## src/rtl/updn_mod_counter.sv

```systemverilog
// Up/down counter over a runtime range 0..max_val with programmable step,
// wrap or saturate at the bounds, load/clear, terminal-count pulse and sticky overflow.
module updn_mod_counter #(
    parameter int WIDTH  = 8,
    parameter int STEP_W = 4
) (
    input  logic              clk,
    input  logic              rst_n,
    input  logic              en,
    input  logic              up_dwn_n,
    input  logic              clr,
    input  logic              ld,
    input  logic [WIDTH-1:0]  ld_val,
    input  logic [WIDTH-1:0]  max_val,
    input  logic [STEP_W-1:0] step,
    input  logic              sat_mode,
    input  logic              ovf_clr,
    output logic [WIDTH-1:0]  cnt,
    output logic              tc,
    output logic              ovf,
    output logic              at_max,
    output logic              at_zero
);

    // One spare bit over the wider operand keeps cnt+step and cnt+modulus exact.
    localparam int AW = ((WIDTH > STEP_W) ? WIDTH : STEP_W) + 1;

    typedef enum logic [1:0] {
        OP_HOLD,
        OP_CLR,
        OP_LD,
        OP_STEP
    } op_e;

    op_e              op;
    logic [WIDTH-1:0] cnt_q, cnt_d;
    logic             tc_q, tc_d;
    logic             ovf_q, ovf_d;

    logic [AW-1:0]    cnt_w, s_w, max_w, mod_w, s_mod;
    logic [AW-1:0]    up_sum, up_wrap, dn_wrap, res_w;
    logic             step_evt;
    logic [WIDTH-1:0] ld_res;
    logic             unused_hi;

    always_comb begin
        if (clr)      op = OP_CLR;
        else if (ld)  op = OP_LD;
        else if (en)  op = OP_STEP;
        else          op = OP_HOLD;
    end

    assign cnt_w = {{(AW-WIDTH){1'b0}}, cnt_q};
    assign s_w   = {{(AW-STEP_W){1'b0}}, step};
    assign max_w = {{(AW-WIDTH){1'b0}}, max_val};
    assign mod_w = max_w + 1'b1;

    // Steps longer than the range only matter modulo the range on a wrap.
    assign s_mod = s_w % mod_w;

    assign up_sum = cnt_w + s_w;

    always_comb begin
        up_wrap = cnt_w + s_mod;
        if (up_wrap >= mod_w)
            up_wrap = up_wrap - mod_w;
        dn_wrap = cnt_w + mod_w - s_mod;
        if (dn_wrap >= mod_w)
            dn_wrap = dn_wrap - mod_w;
    end

    always_comb begin
        res_w    = cnt_w;
        step_evt = 1'b0;
        if (s_w == '0) begin
            res_w    = cnt_w;
            step_evt = 1'b0;
        end else if (cnt_w > max_w) begin
            // Count left stranded above a lowered max_val.
            step_evt = 1'b1;
            res_w    = (!sat_mode && up_dwn_n) ? '0 : max_w;
        end else if (up_dwn_n) begin
            if (up_sum <= max_w) begin
                res_w = up_sum;
            end else begin
                step_evt = 1'b1;
                res_w    = sat_mode ? max_w : up_wrap;
            end
        end else begin
            if (s_w <= cnt_w) begin
                res_w = cnt_w - s_w;
            end else begin
                step_evt = 1'b1;
                res_w    = sat_mode ? '0 : dn_wrap;
            end
        end
    end

    assign unused_hi = ^res_w[AW-1:WIDTH];

    assign ld_res = (ld_val > max_val) ? max_val : ld_val;

    always_comb begin
        cnt_d = cnt_q;
        tc_d  = 1'b0;
        case (op)
            OP_CLR:  cnt_d = '0;
            OP_LD:   cnt_d = ld_res;
            OP_STEP: begin
                cnt_d = res_w[WIDTH-1:0];
                tc_d  = step_evt;
            end
            default: cnt_d = cnt_q;
        endcase
    end

    // A boundary event on the same edge as ovf_clr leaves the flag set.
    always_comb begin
        ovf_d = ovf_q;
        if (ovf_clr)
            ovf_d = 1'b0;
        if (tc_d)
            ovf_d = 1'b1;
    end

    always_ff @(posedge clk) begin
        if (!rst_n) begin
            cnt_q <= '0;
            tc_q  <= 1'b0;
            ovf_q <= 1'b0;
        end else begin
            cnt_q <= cnt_d;
            tc_q  <= tc_d;
            ovf_q <= ovf_d;
        end
    end

    assign cnt     = cnt_q;
    assign tc      = tc_q;
    assign ovf     = ovf_q;
    assign at_max  = (cnt_q == max_val);
    assign at_zero = (cnt_q == '0);

endmodule
```

## config.mk

```make
export PLATFORM = sky130hd
export DESIGN_NAME = updn_mod_counter
export DESIGN_NICKNAME = d
export VERILOG_FILES = /design/src/rtl/updn_mod_counter.sv
export SDC_FILE = /design/constraint.sdc
export NUM_CORES = 1
export LEC_CHECK = 0
export ABC_CLOCK_PERIOD_IN_PS = 46400
export CAP_MARGIN = 30
export CORE_ASPECT_RATIO = 1.75
export CORE_MARGIN = 2
export CORE_UTILIZATION = 42
export CTS_CLUSTER_SIZE = 16
export DETAILED_ROUTE_END_ITERATION = 12
export SKIP_CTS_REPAIR_TIMING = 1
export SYNTH_ARGS = -nofsm -noshare
export SYNTH_HDL_FRONTEND = slang
export SYNTH_SLANG_ARGS = --single-unit
```

## constraint.sdc

```tcl
create_clock -name clk -period 46.4 [get_ports clk]
set_clock_uncertainty 0.2 [all_clocks]
set_input_delay 13.92 -clock clk [delete_from_list [all_inputs] [get_ports clk]]
set_output_delay 13.92 -clock clk [all_outputs]
set_load 0.01 [all_outputs]
```

Word level (Yosys, flattened, before mapping)
Index checks and enable logic that the tools add are counted.

word-level totals
  register bits = 10
  word-level logic and storage cells = 53
  output and inout port bits = 12

operators by class
  magnitude comparators = 6
  reduce and logical (&&, ||, !) cells = 7
  equality and inequality tests = 5
  mux-type cells = 23
  $add $sub $neg = 8
  div/mod/pow operators = 1

operators with widths
  operator               count
  $mux W8                11
  $pmux W8 S3            1
  $add A8 B9 Y9          2
  $ge A9 B9 Y1           2
  $gt A8 B8 Y1           2
  $sub A8 B8 Y8          2
  $add A8 B1 Y9 const B  1
  $add A8 B4 Y9          1
  $le A9 B8 Y1           1
  $logic_not A9 Y1       1
  $mod A4 B9 Y9          1
  $sub A9 B9 Y9          1
  $eq A8 B8 Y1           1
  $le A4 B8 Y1           1
  $logic_not A8 Y1       1
  $mux W1                8
  $sub A8 B4 Y8          1
  $mux W2                3
  $eq A2 B2 Y1 const B   2
  $reduce_bool A3 Y1     1
  $eq A2 B1 Y1 const B   1
  $ne A2 B2 Y1 const B   1
  $reduce_and A2 Y1      1
  $reduce_bool A2 Y1     1
  2 further kinds        2

Longest topological paths before layout
Gate-level depths: netlist of run 1.

  depth after elaboration = 11
  gate-level depth with buffers = 85
  gate-level depth less buffers = 81

Least setup slack after synthesis of run 1
OpenSTA, ideal clock, no wires.

  path type = input port to flip-flop
  start = input port max_val[0]
  end = register cnt_q[2], in the netlist cnt[2]
  path buffers = 4
  setup time = 0.070 ns
  arrival = 30.223 ns
  stages on the path = 81
  path slack = 15.907 ns
  cell sequence = ha_1 > xnor2_1 > inv_1 > a311oi_1 > nand2_1 > nor2_1 > ha_1 > o21a_1 > o2111ai_1 > nor2_1 > a41oi_1 > inv_1 > ha_1 > o21a_1 > o21a_1 > nor2_1 > nand3b_1 > mux2i_2 > [... 45 more ...] > fa_1 > fa_1 > a21o_1 > a21oi_1 > o21ai_0 > o21ai_0 > nand2b_1 > a21oi_1 > xnor2_1 > xnor2_1 > ha_1 > a21oi_1 > a21oi_1 > buf_1 > mux2i_1 > o221a_2 > a211o_1 > a21oi_1

between the ends
  longest elaborated chain between the ends = 11

ends and longest elaborated chain
  item                                            RTL line  text
  start: declaration                              14        input logic [WIDTH-1:0] max_val,
  $add A8 B1 Y9                                   56        assign mod_w = max_w + 1'b1;
  $mod A4 B9 Y9 or $add A8 B9 Y9 (tied branches)  59, 67
  $sub A9 B9 Y9 or $add A8 B9 Y9 (tied branches)  67, 64
  $sub A8 B8 Y8 (tied with other cells)           69        dn_wrap = dn_wrap - mod_w;
  $mux W8, on equally long branches               68, 65
  $mux W8, on equally long branches               94, 87
  $mux W8, on equally long branches               90, 83
  $mux W8                                         82        end else if (up_dwn_n) begin
  $mux W8                                         78        end else if (cnt_w > max_w) begin
  $mux W8                                         75        if (s_w == '0) begin
  $pmux W8 S3 *                                   106       case (op)
  end signal: assignment                          132       cnt_q <= cnt_d;
  end: declaration                                36        logic [WIDTH-1:0] cnt_q, cnt_d;

Every way passes the cells marked *; elsewhere a longest branch is shown, timed or not. The select of a mux whose other input is x is not followed.
A chain may end at the register's enable or synchronous reset.

Worst setup path after layout of run 1
  start = input port max_val[0]
  end = register cnt_q[3], in the netlist cnt[3]

Same word-level chain as after synthesis.

==> metrics.yaml, run 1 <==
status: "complete, no violations"
finalCritPeriodShare_pct: 71.88
endpoint_kind: "flop"
wl_per_cell_um: 20.90
antennaDiodeCount: 0
drt.antenna.violating_nets: 0
clock-sinks: 10
syn_area_um2: 6182
ir_drop_mv: 0.02609
antenna_found_initial: 0
drive_above_1_share_pct: 8.127
path_clk_slew_ns: 0.04
grt_pass1_wl_um: 34110
gp_congestion: 1.050
syn2layout_area_growth_pct: 11.17
p_leak_nw: 3.181
cp_max_fo: 23
finalSetupTns_ns: 0
p_seq_share_pct: 4.8
synthCells: 806
slew_violations: 0
critPathKind: "input pin to flop"
io_buffers: 39
synthDistinctLibCells: 82
drt_pass1_iterations: 5
crit_top_cell: "ha_1"
fillCellCount: 1513
max_slew_margin_pct: 32.58
internal_power_mw: 0.1042
switching_share_pct: 53.24
io_pins: 40
drt_iter0_drc: 254
coreArea_um2: 14370
grt_pass1_vias: 6633
worstSetupStartpointType: "input pin"
dpl.hpwl_um: 18200
ys_ff_latch: 10
final_util_pct: 47.83
arrival_ns: 33.26
grt.overflow.total: 0
finalCriticalPeriod_ns: 33.35
drc_errors: 0
hold_class: "flop to flop"
cts_root_buf: "clkbuf_16"
synthArstFlopShare_pct: 0
combPwrFrac_pct: 88.4
grt.total_usage_pct: 28.09
die_h_um: 164.5
critPathMaxStageDelay_ns: 0.79
power_per_cell_area_nw_per_um2: 32.43
cp_num_buf_inv: 8
start_util_pct: 43.03
clkPwrFrac_pct: 6.8
yosysWarnings: 0
wirelength_um: 21510
routed_via_density: 6.167
avgSynthCellArea_um2: 7.670
cpMaxStageDelayCell: "a21oi_1"
vias: 6346
rsz0062_at_grt: "no"
dieWidth_um: 95.71
max_freq_ghz: 0.02998
synth_edf_count: 0
synth_seq_area_share_pct: 3.238
cts_buffer_depth: 2
final_hold_viol_count: 0
path_delay_family: "compound AO/OA/AOI/OAI gates"
setup_viol_count_final: 0
cts_tree: "yes"
drv_cap: 0
clock_latency_ns: 0.24
dieArea_um2: 15740
cts_buffers: 3
synth_ff_type: "dfxtp_1"
num-nets-final: 1010
worst_slew_pin_slew_ns: 1.011
grt_max_degree: 24
htree_levels: 1
rows: 58
critPathRequiredTime_ns: 46.31
power_switching_mw: 0.1187
[cells in the mapped netlist (4+ instances only)]
cell type | n | area [um^2]
mux2_2 | 23 | 259.0
nand3_1 | 18 | 90.09
o21ai_0 | 51 | 255.2
xnor2_1 | 49 | 429.2
xor2_1 | 16 | 140.1
nor3_1 | 26 | 130.1
and3_1 | 6 | 37.54
ha_1 | 117 | 1464
dfxtp_1 | 10 | 200.2
nor4_1 | 6 | 37.54
nand2_1 | 45 | 168.9
a31oi_1 | 6 | 37.54
nor2_1 | 67 | 251.5
nand2b_1 | 14 | 87.58
a21oi_1 | 64 | 320.3
a221oi_1 | 9 | 78.83
clkbuf_1 | 4 | 15.01
or2_2 | 10 | 62.56
nand4_1 | 13 | 81.33
o21bai_1 | 5 | 37.54
a21o_1 | 18 | 135.1
mux2i_1 | 22 | 220.2
and2_1 | 4 | 25.02
a211oi_1 | 5 | 37.54
o21a_1 | 17 | 127.6
o211ai_1 | 9 | 67.56
nor2b_1 | 18 | 112.6
inv_1 | 51 | 191.4
or3_1 | 4 | 25.02
fa_1 | 14 | 280.3
[state kept, by name (all words and copies together), names as in the netlist]
name and cells:
cnt 8, ovf 1, tc 1
[routing by layer]
layer / part of all wire (%) / vias to the layer above / global-route usage, %
met5: 0 / - / 0
met2: 55 / 182 / 55.05
met4: 6.5 / 0 / 15.45
met1: 36 / 3007 / 28.22
met3: 2.9 / 80 / 1.734
li1: - / 3077 / -
[worst paths after layout]
check        slack [ns]       start  depth (start not counted)  endpoint
max               13.05  max_val[0]                         82    cnt[3]
min                0.29         ovf                          1       ovf
max reg2reg       40.99      cnt[1]                         18    cnt[3]
min reg2reg        0.29         ovf                          1       ovf
[through the flow]
stage          setup slack, ns  cells  power [mW]  hold WS, ns  cell area (um^2)
6_report                 13.05   1029      0.2229       0.2869              6873
3_3_place_gp             13.52   1024      0.1999       0.2741              6783
3_5_place_dp             12.96   1026      0.2042       0.2781              6798
4_1_cts                  13.17   1029      0.2212       0.2920              6873
5_1_grt                  11.03   1029      0.2433       0.3201              6873
2_1_floorplan            15.91    809      0.1557       0.3313              6193
[cell families after synthesis]
kind of cell / after synthesis / share of synthesized area (%)
xor gates and xnor gates: 65 / 9.209
AOI/OAI and AO/OA: 236 / 25.83
DFF: 10 / 3.238
buffers and inverters: 69 / 5.161
other: 1 / 0.06066
adders and majority gates: 131 / 28.21
and+or+nand+nor: 248 / 20.32
muxes: 46 / 7.974
[area by class of cell]
type	instances	area [um^2]	area share, %
multi-input combinational	730	5674	82.56
timing repair buffer	54	503.0	7.318
tap	180	225.2	3.277
sequential	10	200.2	2.913
inverter	52	195.2	2.840
clock buffer	3	75.07	1.092
[power by group through the flow]
stage               clock network (mW)  logic (mW)  registers (mW)
finish                          0.0151       0.197          0.0108
global placement                     0       0.189          0.0109
CTS                             0.0154       0.195          0.0107
detailed placement                   0       0.193          0.0109
floorplan                            0       0.145          0.0109
global route                    0.0155       0.217          0.0108
[placed cells by master (no fill, tap or decap), drive strengths merged, types with 9 or more instances in the layout]
cell type / n
a21o: 19
a21oi: 65
a221oi: 9
buf: 15
clkdlybuf4s50: 39
dfxtp: 10
fa: 14
ha: 117
inv: 51
mux2: 23
mux2i: 23
nand2: 45
nand2b: 14
nand3: 19
nand4: 13
nor2: 67
nor2b: 18
nor3: 26
o211ai: 9
o21a: 17
o21ai: 51
or2: 12
xnor2: 49
xor2: 16
No activity file was read; power rests on OpenSTA's default activity.
==> run 2, diff against run 1 <==
Settings changed: ABC_CLOCK_PERIOD_IN_PS 46400 to 32100.
Clock period 46.4 ns to 32.1 ns, I/O delays scaled along.
==> metrics.yaml, run 2 (same netlist as run 1, synthesis figures left out) <==
drc_errors: 0  # unchanged
dpl.hpwl_um: 18050  # -0.85%
cp_max_fo: 23  # unchanged
finalSetupTns_ns: 0  # unchanged
final_cell_mix: "ha_1, nor2_1, a21oi_1"
rows: 58  # unchanged
start_util_pct: 43.03  # unchanged
multiInputGateArea_um2: 5674  # unchanged
finalCriticalPeriod_ns: 28.96
setup_viol_count_final: 0  # unchanged
critPathMaxStageDelay_ns: 0.77  # -0.02 ns
antenna_found_initial: 0  # unchanged
final_common_cell: "ha_1"
final_area_um2: 6873  # unchanged
grt.overflow.total: 0  # unchanged
drive_above_1_share_pct: 8.127  # unchanged
finalCritPeriodShare_pct: 90.22
cts_root_buf: "clkbuf_16"
gp_congestion: 0.9995  # -4.8%
p_leak_nw: 3.181  # unchanged
slew_violations: 0  # unchanged
cpMaxStageDelayCell: "a21oi_1"
dieWidth_um: 95.71  # unchanged
max_freq_ghz: 0.03453
rsz0062_at_grt: "no"
wl_per_cell_um: 20.79  # -0.56%
r2r_slack_ns: 26.71  # -14.28 ns
endpoint_kind: "flop"
grt_pass1_wl_um: 33440  # -1.9%
die_h_um: 164.5  # unchanged
htree_levels: 1  # unchanged
max_slew_margin_pct: 33.18  # +0.60 points
hold_class: "flop to flop"
power_per_cell_area_nw_per_um2: 47.02  # +45%
grt_pass1_vias: 6539  # -1.4%
antennaDiodeCount: 0  # unchanged
power_mw: 0.3232  # +45%
io_buffers: 39  # unchanged
vias: 6400  # +0.85%
routed_via_density: 6.220  # +0.85%
critPathRequiredTime_ns: 32.01  # -14.30 ns
drt_iter0_drc: 363  # +43%
seq_area_um2: 200.2  # unchanged
drt_pass1_iterations: 5  # unchanged
worstSetupStartpointType: "input pin"
dieArea_um2: 15740  # unchanged
placed_area_um2: 6798  # unchanged
final_hold_viol_count: 0  # unchanged
coreArea_um2: 14370  # unchanged
largest_register_ffs: 8  # unchanged
drv_cap: 0  # unchanged
drt.antenna.violating_nets: 0  # unchanged
arrival_ns: 28.87  # -4.39 ns
final_util_pct: 47.83  # unchanged
grt.total_usage_pct: 27.51  # -0.57 points
critPathKind: "input pin to flop"
ir_drop_mv: 0.03685  # +41%
cts_tree: "yes"
status: "complete, no violations"
io_pins: 40  # unchanged
clock_latency_ns: 0.23  # about the same
clock-sinks: 10  # unchanged
num-nets-final: 1010  # unchanged
cts_buffer_depth: 2  # unchanged
grt_max_degree: 24  # unchanged
worst_slew_pin_slew_ns: 1.002  # -0.008990 ns
path_clk_slew_ns: 0.04  # about the same
fillCellCount: 1440  # -4.8%
syn2layout_area_growth_pct: 11.17  # unchanged
cts_buffers: 3  # unchanged
wirelength_um: 21390  # -0.56%
[run 2: final timing paths]
kind | from | endpoint | depth (start not counted)
hold reg to reg | ovf | ovf | 1
setup / recovery | max_val[0] | cnt[3] | 82
setup reg to reg | cnt[1] | cnt[3] | 18
hold / removal | ovf | ovf | 1
[run 2: layout make-up]
class | instances | area share, %
flip-flops and latches | 10 | 2.913
inverters | 52 | 2.840
clock buffers | 3 | 1.092
repair buffers | 54 | 7.318
multi-input cells | 730 | 82.56
well taps | 180 | 3.277
[run 2: routing by layer]
layer | global-route usage, % | wire length (um) | part of all wire, % | up-vias
met3 | 1.505 | 705 | 3.3 | 85
met4 | 15.65 | 1506 | 7.0 | 0
met1 | 27.92 | 7655 | 36 | 3001
met5 | 0 | 0 | 0 | -
li1 | - | - | - | 3086
met2 | 53.50 | 11520 | 54 | 228
[run 2: power by group]
part / internal, mW / switching, mW / leakage, nW / total, mW
logic: 0.121 / 0.165 / 3.06 / 0.286
registers: 0.0134 / 0.00207 / 0.0816 / 0.0154
clock network: 0.0161 / 0.00543 / 0.0370 / 0.0215
total: 0.151 / 0.172 / 3.18 / 0.323
[run 2: stage by stage]
step / worst slack (ns) / hold WS (ns) / std cells
after detailed placement: 2.981 / 0.2906 / 1026
after global placement: 3.492 / 0.2744 / 1024
after CTS: 3.225 / 0.3044 / 1029
after global routing: 1.375 / 0.3218 / 1029
final: 3.140 / 0.2955 / 1029
after floorplan: 5.897 / 0.3313 / 809
[run 2: worst max-delay path, delay by kind of cell]
| kind | cells | cell delay [ns] |
|---|---|---|
| adder cells (fa/ha/maj) | 12 | 4.26 |
| multiplexers | 6 | 2.17 |
| buffers and inverters | 8 | 2.02 |
| AO/OA/AOI/OAI | 34 | 8.06 |
| AND/OR/NAND/NOR | 20 | 2.45 |
| XOR/XNOR | 2 | 0.24 |
